[src/rtl/uart_pkg.sv]
// Shared UART definitions: echo scheduler FSM states, special
// characters, and the default baud/depth constants of the UART blocks.
package uart_pkg;

    typedef enum logic [2:0] {
        IDLE,
        FETCH,
        WAIT_BUSY,
        WAIT_DONE,
        INSERT_LF
    } sched_state_t;

    localparam logic [7:0] CHAR_CR = 8'h0D;
    localparam logic [7:0] CHAR_LF = 8'h0A;

    localparam int CLK_HZ       = 12_000_000;
    localparam int BAUD         = 115_200;
    localparam int CLKS_PER_BIT = CLK_HZ / BAUD;
    localparam int BUF_ADDR_W   = 9;

endpackage

[src/rtl/uart_echo_sched_ring_ptrs.sv]
// Ring-buffer pointers with registered full/empty and sticky overflow.
// Ports: clk, rst_n (async low), wr_req, rd_inc in; wr_ok, wr_addr,
// rd_addr, full, empty, overflow out.
module ring_ptrs #(
    parameter int ADDR_W = 9
) (
    input  logic              clk,
    input  logic              rst_n,
    input  logic              wr_req,
    input  logic              rd_inc,
    output logic              wr_ok,
    output logic [ADDR_W-1:0] wr_addr,
    output logic [ADDR_W-1:0] rd_addr,
    output logic              full,
    output logic              empty,
    output logic              overflow
);

    logic [ADDR_W:0] wr_ptr;
    logic [ADDR_W:0] rd_ptr;
    logic            full_now;

    // Exact occupancy test on the live pointers so that back-to-back
    // writes can never overrun, even though the flag outputs lag.
    assign full_now = (wr_ptr[ADDR_W] != rd_ptr[ADDR_W]) &&
                      (wr_ptr[ADDR_W-1:0] == rd_ptr[ADDR_W-1:0]);
    assign wr_ok    = wr_req && !full_now;
    assign wr_addr  = wr_ptr[ADDR_W-1:0];
    assign rd_addr  = rd_ptr[ADDR_W-1:0];

    always_ff @(posedge clk or negedge rst_n) begin
        if (!rst_n) begin
            wr_ptr   <= '0;
            rd_ptr   <= '0;
            full     <= 1'b0;
            empty    <= 1'b1;
            overflow <= 1'b0;
        end else begin
            if (wr_ok)
                wr_ptr <= wr_ptr + 1'b1;
            if (rd_inc)
                rd_ptr <= rd_ptr + 1'b1;
            full     <= full_now;
            empty    <= (wr_ptr == rd_ptr);
            overflow <= overflow | (wr_req & full_now);
        end
    end

endmodule

[src/rtl/uart_echo_sched.sv]
// Echo scheduler: buffers received bytes in a shared RAM and feeds them
// one at a time to the transmitter.
// Ports: ICE_CLK, RST_N (async low), rx_dv/rx_byte from the receiver,
// tx_done from the transmitter, ram_dout from the RAM; RAM write/read
// address, ram_din, ram_write_en, tx_dv/tx_byte, full, empty, overflow.
// Build option: CRLF_EXPAND_EN appends 0x0A after every echoed 0x0D.
module uart_echo_sched
    import uart_pkg::*;
#(
    parameter int ADDR_W  = 9,
    parameter int RAM_LAT = 1
) (
    input  logic              ICE_CLK,
    input  logic              RST_N,
    input  logic              rx_dv,
    input  logic [7:0]        rx_byte,
    input  logic              tx_done,
    input  logic [7:0]        ram_dout,
    output logic [ADDR_W-1:0] ram_write_addr,
    output logic [7:0]        ram_din,
    output logic              ram_write_en,
    output logic [ADDR_W-1:0] ram_read_addr,
    output logic              tx_dv,
    output logic [7:0]        tx_byte,
    output logic              full,
    output logic              empty,
    output logic              overflow
);

    localparam logic [1:0] LAT_M1 = 2'(RAM_LAT - 1);

    sched_state_t      state;
    sched_state_t      state_n;
    logic [1:0]        cnt;
    logic              load_byte;
    logic              rd_inc;
    logic              wr_ok;
    logic [ADDR_W-1:0] wr_addr;
`ifdef CRLF_EXPAND_EN
    logic              load_lf;
`endif

    ring_ptrs #(
        .ADDR_W (ADDR_W)
    ) u_ptrs (
        .clk      (ICE_CLK),
        .rst_n    (RST_N),
        .wr_req   (rx_dv),
        .rd_inc   (rd_inc),
        .wr_ok    (wr_ok),
        .wr_addr  (wr_addr),
        .rd_addr  (ram_read_addr),
        .full     (full),
        .empty    (empty),
        .overflow (overflow)
    );

    always_ff @(posedge ICE_CLK or negedge RST_N) begin
        if (!RST_N) begin
            ram_write_en   <= 1'b0;
            ram_write_addr <= '0;
            ram_din        <= 8'h00;
        end else begin
            ram_write_en <= wr_ok;
            if (wr_ok) begin
                ram_write_addr <= wr_addr;
                ram_din        <= rx_byte;
            end
        end
    end

    always_comb begin
        state_n   = state;
        load_byte = 1'b0;
        rd_inc    = 1'b0;
`ifdef CRLF_EXPAND_EN
        load_lf   = 1'b0;
`endif
        unique case (state)
            IDLE: begin
                if (!empty && tx_done)
                    state_n = FETCH;
            end
            FETCH: begin
                // The read address has been stable since IDLE, so the
                // data is valid once RAM_LAT cycles have elapsed.
                if (cnt == LAT_M1) begin
                    load_byte = 1'b1;
                    rd_inc    = 1'b1;
                    state_n   = WAIT_BUSY;
                end
            end
            WAIT_BUSY: begin
                if (!tx_done)
                    state_n = WAIT_DONE;
            end
            WAIT_DONE: begin
                if (tx_done) begin
`ifdef CRLF_EXPAND_EN
                    // tx_byte still holds the byte just sent; LF itself
                    // never triggers another insertion.
                    if (tx_byte == CHAR_CR)
                        state_n = INSERT_LF;
                    else
                        state_n = IDLE;
`else
                    state_n = IDLE;
`endif
                end
            end
`ifdef CRLF_EXPAND_EN
            INSERT_LF: begin
                load_lf = 1'b1;
                state_n = WAIT_BUSY;
            end
`endif
            default: state_n = IDLE;
        endcase
    end

    always_ff @(posedge ICE_CLK or negedge RST_N) begin
        if (!RST_N) begin
            state   <= IDLE;
            cnt     <= 2'd0;
            tx_dv   <= 1'b0;
            tx_byte <= 8'h00;
        end else begin
            state <= state_n;
            if (state == FETCH)
                cnt <= cnt + 2'd1;
            else
                cnt <= 2'd0;
`ifdef CRLF_EXPAND_EN
            tx_dv <= load_byte | load_lf;
            if (load_byte)
                tx_byte <= ram_dout;
            else if (load_lf)
                tx_byte <= CHAR_LF;
`else
            tx_dv <= load_byte;
            if (load_byte)
                tx_byte <= ram_dout;
`endif
        end
    end

endmodule

[config.mk]
export PLATFORM = sky130hd
export DESIGN_NAME = uart_echo_sched
export DESIGN_NICKNAME = d
export VERILOG_FILES = /design/src/rtl/uart_pkg.sv /design/src/rtl/uart_echo_sched_ring_ptrs.sv /design/src/rtl/uart_echo_sched.sv
export SDC_FILE = /design/constraint.sdc
export NUM_CORES = 1
export LEC_CHECK = 0
export BUFFER_PORTS_ARGS = -buffer_cell sky130_fd_sc_hd__buf_2
export CAP_MARGIN = 20
export CORE_MARGIN = 2
export CORE_UTILIZATION = 50
export DETAILED_ROUTE_END_ITERATION = 6
export GPL_TIMING_DRIVEN = 0
export PLACE_DENSITY = 0.75
export SYNTH_ARGS = -nofsm -noshare
export SYNTH_HDL_FRONTEND = slang
export SYNTH_HIERARCHICAL = 1
export SYNTH_SLANG_ARGS = --single-unit
[constraint.sdc]
create_clock -name ICE_CLK -period 2.2 [get_ports ICE_CLK]
set_input_delay 0.44 -clock ICE_CLK [delete_from_list [all_inputs] [get_ports ICE_CLK]]
set_output_delay 0.44 -clock ICE_CLK [all_outputs]
set_load 0.05 [all_outputs]
== Word-level counts from Yosys, hierarchy flattened ==
Index checks and enable logic that the tools add are counted.
Storage, ports and cells
  register bits after elaboration: 55
  output and inout port bits: 39
  word-level logic and storage cells: 43
Cells by class
  $add $sub $neg: 3
  equal/unequal tests: 10
  multiplexer cells: 8
  bitwise gates (word level): 2
  reductions and logical operators: 8
Operators with widths (number)
  $add A10 B1 Y10 const B: 2
  $mux W3: 4
  $pmux W3 S4: 1
  $eq A10 B10 Y1: 1
  $eq A9 B9 Y1: 1
  $ne A2 B2 Y1 const B: 4
  $eq A3 B2 Y1 const B: 2
  $reduce_and A4 Y1: 1
  $eq A3 B1 Y1 const B: 1
  $logic_and A1 B1 Y1: 3
  $logic_not A3 Y1: 1
  $add A2 B1 Y2 const B: 1
  $logic_not A1 Y1: 2
  $logic_not A2 Y1: 1
  $mux W1: 2
  $mux W2: 1
  $and A1 B1 Y1: 1
  $ne A1 B1 Y1: 1
  $or A1 B1 Y1: 1

== Logic depth before layout (Yosys ltp) ==
Gate-level depths: netlist of the first run.
  depth after elaboration: 4
  mapped depth: 8
  depth with buffers taken out: 8

== Cells and area by module ==
Netlist of the first run, hierarchy kept.
Modules (own cells, without submodules)
  uart_echo_sched: instances 1, cells each 81, area an instance 1257.5 um^2, seq. area each 775.7 um^2
  ring_ptrs: instances 1, cells each 111, area an instance 1233.7 um^2, seq. area each 576.8 um^2

== Worst setup path after synthesis of the first run ==
OpenSTA, ideal clock, no wires.
  path type: register to register
  start: register u_ptrs.rd_ptr[3]
  end: register ram_din[0]
  data arrival time: 1759 ps
  path slack: 313 ps
  stages on the path, launching flop included: 8
  buffers on the path: 2
  cell sequence: dfrtp_1 xnor2_1 nand3_1 nor4b_4 nor2b_2 buf_2 buf_2 mux2_1
On the way
  longest elaborated chain between the ends: 4
RTL lines
  from (decl): RTL line uart_echo_sched_ring_ptrs.sv:20  | logic [ADDR_W:0] rd_ptr;
  from (signal assigned): RTL line uart_echo_sched_ring_ptrs.sv:42  | rd_ptr <= rd_ptr + 1'b1;
  $eq A9 B9 Y1: RTL line uart_echo_sched_ring_ptrs.sv:26  | (wr_ptr[ADDR_W-1:0] == rd_ptr[ADDR_W-1:0]);
  $logic_and A1 B1 Y1: RTL line uart_echo_sched_ring_ptrs.sv:25  | assign full_now = (wr_ptr[ADDR_W] != rd_ptr[ADDR_W]) &&
  $logic_not A1 Y1: RTL line uart_echo_sched_ring_ptrs.sv:27  | assign wr_ok = wr_req && !full_now;
  $logic_and A1 B1 Y1: RTL line uart_echo_sched_ring_ptrs.sv:27
  named net wr_ok: RTL line uart_echo_sched.sv:37  | logic wr_ok;
  to (signal assigned): RTL line uart_echo_sched.sv:67  | ram_din <= rx_byte;
  to (decl): RTL line uart_echo_sched.sv:20  | output logic [7:0] ram_din,
The timed path passes the listed nets, and every way through them passes these cells.
A chain may end at the register's enable or synchronous reset.

== Worst setup path in the final report of the first run ==
  start: register u_ptrs.rd_ptr[4]
  end: register ram_din[0]
Same word-level chain as after synthesis.

==> impl_results.md, run 1 <==
- Grt ovf: 0
- Largest cells by area after synthesis: dfrtp_1, mux2_2, xnor2_1, buf_4, mux2_1
- Deepest clock path buffer count: 2
- Slew HR: 55.9%
- Global-route wire length before repair: between 6000 and 7000 µm
- Via/cell ratio: about 4.8
- Dpl hpwl: approximately 3000 µm
- CTS tree: done
- Outcome: completed
- Finished Layout Cells: 326
- HP Class: input port to asynchronous set/reset pin
- Later-pin clock latency in the skew report: ~300 ps
- Initial antenna violation count: 0
- Skew final: 7.26 ps
- Total Power: 0.00405 W
- Fin crit period: a little over 2000 ps
- Remaining DRCs: 0
- Post-DRT Antenna Nets: 0
- Root Driver: clkbuf_8
- Startpoint Class: register
- Clock-pin slew on the worst setup and hold paths: roughly 90 ps
- Vias in the first global route: 1443
- Power Density: about 1400 nW/µm²
- Max-cap viol count: 0
- Synth top area share: a little over half
- FF-to-FF path depth: 6
- Initial Util: between 50% and 60%
- Register share of total power: about two fifths
- Worst-path fanout max: 17
- R2R Path End: ram_din[0]$_DFFE_PN0P_
- Clock share of power: between 10% and 20%
- N_diodes: 0
- Leading area contributor after synthesis: dfrtp_1
- Ports: between 50 and 60
- Crit path DAT: around 2200 ps
- TritonCTS Buffers: 5
- Pre-antenna DRT Iters: 4
- Fin crit share: between 90% and 100%
- Peak supply drop: just over 0.9 mV
- Sw frac: roughly 44%
- RSZ-0062 raised after global routing: false
- Post-synthesis sequential area ratio: approximately 54%
- Post-synth EDFFs: 0
- Worst Tran Pin Value: 661 ps
- Crit-path max cell delay: roughly 450 ps
- Area grow syn2layout: 19.8%
- Final Hold Fails: 0
- GP Congestion: 0.828
- DR WL/cell: about 12 µm
- Share of cells above drive strength 1: between 40% and 50%
- Flops & latches, synth: 54
- Drt total wl: a little under 4000 µm
- Synthesized area per cell: around 13 µm²
- GRT Total Usage: 15.1%
- P_sw: between 0.0015 and 0.002 W
- # setup viols final: 0
- CORE AREA: approximately 4800 µm²
- Mapped Cells: 192
- Clk sinks: 54
- Top_reg_cell synth: dfrtp_1
- CP Capture Type: register
- Ys async rst share: 100%
- Synth Warn #: 6
- Cell internal pwr: around 0.0023 W
- H-tree levels: 2
- Die area: between 5000 and 6000 µm²
- IO buf count: 57
- Combinational share of power: a little under half
- WS Path Type: register to register
- DRT iter0 DRCs: 72
- CP required: ~2400 ps
- Total negative slack: 0 ps
- Pins over their slew limit: 0
- Mapped Nets: 220
- Num rows: 25
- Count leader, synth: dfrtp_1
- Static Leak: around 1.5 nW
- Crit-path slowest cell: dfrtp_1
- Maximum clock frequency: 492 MHz
- Total number of vias: about 1.6k
- # nets final: 286
- Final core utilization: between 60% and 70%
- Reg2reg setup slack: roughly 170 ps
- Placed Cells: ~320
- Hold buffers post-CTS: 0
- Worst path cell trace: xnor2_1 -> nand4_1 -> nor4b_4 -> nor2b_2 -> buf_2 -> mux2_1
- Min Hold Slack: 165 ps
- Pin count of the biggest net entering global routing: 30
- Die width: around 75 µm
- Commonest cells post-synth: dfrtp_1, buf_4, xnor2_1
- Reg2reg start: u_ptrs/rd_ptr[4]$_DFFE_PN0P_
- Area of the mapped netlist: about 2500 µm²
- Die Ht: 74.6 µm
- Synth unique cells: 30
[logic make-up (layout without fill, tap and decap cells)]
family | after synthesis | in the layout | synth area share [%]
and+or+nand+nor | 40 | 40 | 9.69
muxes | 30 | 30 | 13.7
DFF | 54 | 54 | 54.3
adders and majority gates | 8 | 8 | 4.02
xor gates and xnor gates | 28 | 28 | 9.84
AOI/OAI and AO/OA | 3 | 3 | 1.16
buffers and inverters | 29 | 96 | 7.33
[how the worst max path moves through the flow]
stage | startpoint | end
global route | u_ptrs/wr_ptr[1]$_DFFE_PN0P_ | ram_write_addr[7]$_DFFE_PN0P_
CTS | u_ptrs/wr_ptr[1]$_DFFE_PN0P_ | ram_din[0]$_DFFE_PN0P_
global placement | u_ptrs/wr_ptr[0]$_DFFE_PN0P_ | ram_din[7]$_DFFE_PN0P_
finish | u_ptrs/rd_ptr[4]$_DFFE_PN0P_ | ram_din[0]$_DFFE_PN0P_
floorplan | u_ptrs/rd_ptr[3]$_DFFE_PN0P_ | ram_din[0]$_DFFE_PN0P_
detailed placement | u_ptrs/wr_ptr[1]$_DFFE_PN0P_ | ram_din[0]$_DFFE_PN0P_
[worst max-delay path, delay by kind of cell, from the launching register on]
kind,cells,cell delay [ps]
xor gates and xnor gates,1,190
and+or+nand+nor,3,640
buffers and inverters,1,260
DFF,1,450
muxes,1,360
[what timing repair did]
action | 4_1_cts | 5_1_grt
resized for setup | 0 | 3
setup buffers | 0 | 2
setup endpoints to repair | 0 | 11
[layer usage]
metal  part of all wire (%)  vias up  GRT usage [%]
met5                      0        -              0
met4                    1.7        0           5.36
met1                     45      749           19.4
met2                     49       36           25.2
li1                       -      759              -
met3                    3.4        6           3.66
[power by group through the flow]
stage	sequential [W]	clock [W]	combinational [W]
floorplan	0.00212	0	0.000955
global placement	0.00158	0	0.00186
detailed placement	0.00159	0	0.00190
CTS	0.00157	0.000574	0.00190
global route	0.00163	0.000615	0.00205
finish	0.00158	0.000549	0.00192
[cells in the final DEF, fill, tap and decap left out, types with 2 or more instances in the layout]
| cell type | count |
|---|---|
| and3_1 | 5 |
| buf_2 | 58 |
| buf_4 | 21 |
| clkbuf_1 | 2 |
| clkbuf_8 | 6 |
| dfrtp_1 | 51 |
| dfrtp_2 | 2 |
| ha_1 | 8 |
| inv_1 | 6 |
| mux2_1 | 12 |
| mux2_2 | 16 |
| nand2_1 | 8 |
| nand3_1 | 5 |
| nand4_1 | 6 |
| nor2_1 | 2 |
| nor2b_1 | 2 |
| nor3_1 | 5 |
| xnor2_1 | 17 |
| xor2_1 | 11 |
[sequential cells by signal, summed over array words and instances (netlist names)]
signal	count
cnt	2
u_ptrs/overflow	1
state	2
u_ptrs/wr_ptr	10
u_ptrs/rd_ptr	10
ram_write_addr	9
u_ptrs/full	1
tx_dv	1
tx_byte	8
ram_write_en	1
u_ptrs/empty	1
ram_din	8
[layout make-up]
| cell class | instances | area [µm²] |
|---|---|---|
| Clock buffer | 7 | 86.3 |
| Tap cell | 67 | 83.8 |
| Clock inverter | 1 | 5.00 |
| Buffer | 21 | 151 |
| Timing Repair Buffer | 60 | 320 |
| Fill cell | 409 | 1770 |
| Sequential cell | 54 | 1360 |
| Inverter | 7 | 26.3 |
| Multi-Input combinational cell | 109 | 956 |
[stage by stage]
| stage | worst slack [ps] | instance area [µm²] |
|---|---|---|
| 2_1_floorplan | 313 | 2490 |
| 3_3_place_gp | 91.2 | 2860 |
| 3_5_place_dp | 76.2 | 2880 |
| 4_1_cts | 57.7 | 2970 |
| 5_1_grt | 25.9 | 2980 |
| 6_report | 169 | 2980 |
No activity file was read; power rests on OpenSTA's default activity.
==> run 2, diff against run 1 <==
--- a/config.mk
+++ b/config.mk
@@ -5,13 +5,14 @@
 export SDC_FILE = /design/constraint.sdc
 export NUM_CORES = 1
 export LEC_CHECK = 0
+export ABC_AREA = 1
 export BUFFER_PORTS_ARGS = -buffer_cell sky130_fd_sc_hd__buf_2
 export CAP_MARGIN = 20
 export CORE_MARGIN = 2
 export CORE_UTILIZATION = 50
+export CTS_CLUSTER_DIAMETER = 60
 export DETAILED_ROUTE_END_ITERATION = 6
-export GPL_TIMING_DRIVEN = 0
-export PLACE_DENSITY = 0.75
+export PLACE_DENSITY = 0.74
 export SYNTH_ARGS = -nofsm -noshare
 export SYNTH_HDL_FRONTEND = slang
 export SYNTH_HIERARCHICAL = 1
==> run 2 against run 1 <==
Net effect:
- sequential share of layout area shrank 3.0 points
- worst setup slack gained 140 ps
- cell count grew 28%
- power shrank 3.9%
- non-clock buffer count shrank 11
- first-iteration DRC count grew 72%
- via count grew 27%
- clock-buffer cell count shrank 2
- global-route usage grew 2.4 points
- clock skew shrank 2.1 ps
- critical endpoint is now ram_din[7]$_DFFE_PN0P_
- largest cell class unchanged
- largest power group unchanged
==> impl_results.md, run 2 <==
- Outcome: completed
- # setup viols final: 0
- Share of cells above drive strength 1: around a third
- Num rows: 27
- Commonest cells post-synth: nand2_1, dfrtp_1, inv_1
- Register share of total power: between 30% and 40%
- Fin crit period: roughly 1900 ps
- Post-synthesis sequential area ratio: just under 50%
- DRT iter0 DRCs: 124
- Clk sinks: 54
- Most frequent cells in the layout: nand2_1, buf_2, dfrtp_1, inv_1, nand3_1
- Synthesized area per cell: between 9 and 10 µm²
- Die area: around 6200 µm²
- Combinational share of power: 46.2%
- Sw frac: between 40% and 50%
- DR WL/cell: 12.0 µm
- Leading area contributor after synthesis: dfrtp_1
- Worst-path fanout max: 18
- Slew HR: between 70% and 80%
- Die Ht: between 70 and 80 µm
- Root Driver: clkbuf_8
- Via/cell ratio: roughly 4.7
- Crit-path max cell delay: 460 ps
- Initial antenna violation count: 0
- Static Leak: 1.77 nW
- Finished Layout Cells: about 420
- Dpl hpwl: 3790 µm
- Reg2reg setup slack: slightly above 300 ps
- Grt ovf: 0
- Crit-path slowest cell: dfrtp_1
- TritonCTS Buffers: 5
- Pre-antenna DRT Iters: 4
- CP required: 2390 ps
- Remaining DRCs: 0
- RSZ-0062 raised after global routing: false
- IO buf count: 58
- Drt total wl: about 5000 µm
- Deepest clock path buffer count: 2
- Power Density: ~1200 nW/µm²
- Flops & latches, synth: 54
- Count leader, synth: nand2_1
- Worst path cell trace: xnor2_1 -> nand2_1 -> nor2_2 -> nand3_4 -> nand2_4 -> clkinvlp_4 -> buf_12 -> mux2_4
- Most common cell after layout, fill and taps aside: nand2_1
- Fin crit share: 86.1%
- Die width: around 80 µm
- CP Capture Type: register
- Mapped Cells: 290
- Global-route wire length before repair: 8480 µm
- Dpl ws: a little over 60 ps
- Pin count of the biggest net entering global routing: 55
- Critical path endpoint: ram_din[7]$_DFFE_PN0P_
- Peak supply drop: around 0.77 mV
- Initial Util: 51.1%
- Post-synth EDFFs: 0
- GP Congestion: 0.844
- Vias in the first global route: 1894
- HP Class: input port to asynchronous set/reset pin
- Ports: roughly 60
- Final Hold Fails: 0
- Reg2reg start: u_ptrs/rd_ptr[2]$_DFFE_PN0P_
- # nets final: 371
- N_diodes: 0
- Largest regs: u_ptrs/rd_ptr: 10 flops, u_ptrs/wr_ptr: 10 flops, ram_write_addr: 9 flops
- Synth unique cells: 28
- Later-pin clock latency in the skew report: around 300 ps
- Total number of vias: around 2k
- Skew final: roughly 5.1 ps
- R2R Path End: ram_din[7]$_DFFE_PN0P_
- WS Path Type: register to register
- Clock-pin slew on the worst setup and hold paths: 90 ps
- Total negative slack: 0 ps
- CORE AREA: roughly 5400 µm²
- Area grow syn2layout: 14.7%
- Critical Path Start: u_ptrs/rd_ptr[2]$_DFFE_PN0P_
- GRT Total Usage: ~18%
- Final worst setup slack: between 300 and 400 ps
- P_sw: about 0.0018 W
- Synth Warn #: 6
- Placed Cells: 407
- Worst Tran Pin Value: between 300 and 400 ps
- Crit path DAT: 2090 ps
- Largest cells by area after synthesis: dfrtp_1, nand2_1, mux2_4, buf_4, inv_1
- Synth top area share: between 40 and 50%
- Post-DRT Antenna Nets: 0
- FF-to-FF path depth: 8
- Startpoint Class: register
- Ys async rst share: 100%
- Mapped Nets: 318
- Pins over their slew limit: 0
- Area of the mapped netlist: ~2800 µm²
- CTS tree: done
- Maximum clock frequency: roughly 530 MHz
- Top_reg_cell synth: dfrtp_1
- H-tree levels: 2
- Cell internal pwr: ~0.0021 W
- Clock share of power: 16.6%
- Max-cap viol count: 0
## run 2: routing by layer
layer,up-vias,global-route usage [%],share of wire [%]
met5,-,0,0
li1,987,-,-
met4,0,6.67,2.0
met2,39,28.4,48
met3,10,3.79,3.9
met1,926,23.2,46
## run 2: worst max-delay path, delay by kind of cell, from the launching register on
kind                   cells  cell delay (ps)
XOR/XNOR                   1              200
buffers and inverters      2              300
flip-flops                 1              460
multiplexers               1              300
AND/OR/NAND/NOR            4              500
## run 2: power by group through the flow
stage | sequential (W) | clock, W | combinational (W)
2_1_floorplan | 0.00195 | 0 | 0.000976
3_3_place_gp | 0.00146 | 0 | 0.00177
3_5_place_dp | 0.00147 | 0 | 0.00181
4_1_cts | 0.00145 | 0.000663 | 0.00181
5_1_grt | 0.00148 | 0.000706 | 0.00196
6_report | 0.00145 | 0.000644 | 0.00180
## run 2: kinds of logic (layout without fill, tap and decap cells)
kind of cell,after synthesis,count (layout),synth area share [%]
compound gates,2,2,0.585
flops,54,54,48.7
simple gates,133,133,21.1
buf+inv,56,110,11.5
fa+ha+maj,8,8,3.60
xor+xnor,20,20,6.31
mux,17,17,8.24
## run 2: through the flow
| step | power (W) | util, % | cell area (µm²) | hold slack (ps) |
|---|---|---|---|---|
| final | 0.00389 | 58.6 | 3190 | 105 |
| after CTS | 0.00393 | 58.2 | 3160 | 120 |
| after floorplan | 0.00293 | - | 2780 | 144 |
| after global placement | 0.00323 | 56.2 | 3050 | 411 |
| after detailed placement | 0.00328 | 56.2 | 3050 | 430 |
| after global routing | 0.00415 | 58.6 | 3190 | 125 |
## run 2: timing repair
action,CTS,global route
resized for setup,0,1
endpoints found under the setup margin,0,17
setup buffers,0,1
hold buffers,0,0
## run 2: worst min path at each step
stage / from / to / slack [ps] / cells after the start
after floorplan: RST_N / cnt[0]$_DFF_PN0_ / 140 / 0
after global placement: cnt[0]$_DFF_PN0_ / cnt[0]$_DFF_PN0_ / 410 / 1
after detailed placement: cnt[0]$_DFF_PN0_ / cnt[0]$_DFF_PN0_ / 430 / 1
after CTS: RST_N / ram_write_addr[0]$_DFFE_PN0P_ / 120 / 2
after global routing: RST_N / ram_write_addr[3]$_DFFE_PN0P_ / 130 / 2
final: RST_N / ram_write_addr[0]$_DFFE_PN0P_ / 100 / 2
## run 2: area by class of cell
class,count,area [µm²]
clock inverters,3,40.0
repair buffers,70,405
clock buffers,5,68.8
multi-input cells,180,1110
well taps,72,90.1
inverters,32,124
fillers,502,2250
flip-flops and latches,54,1350
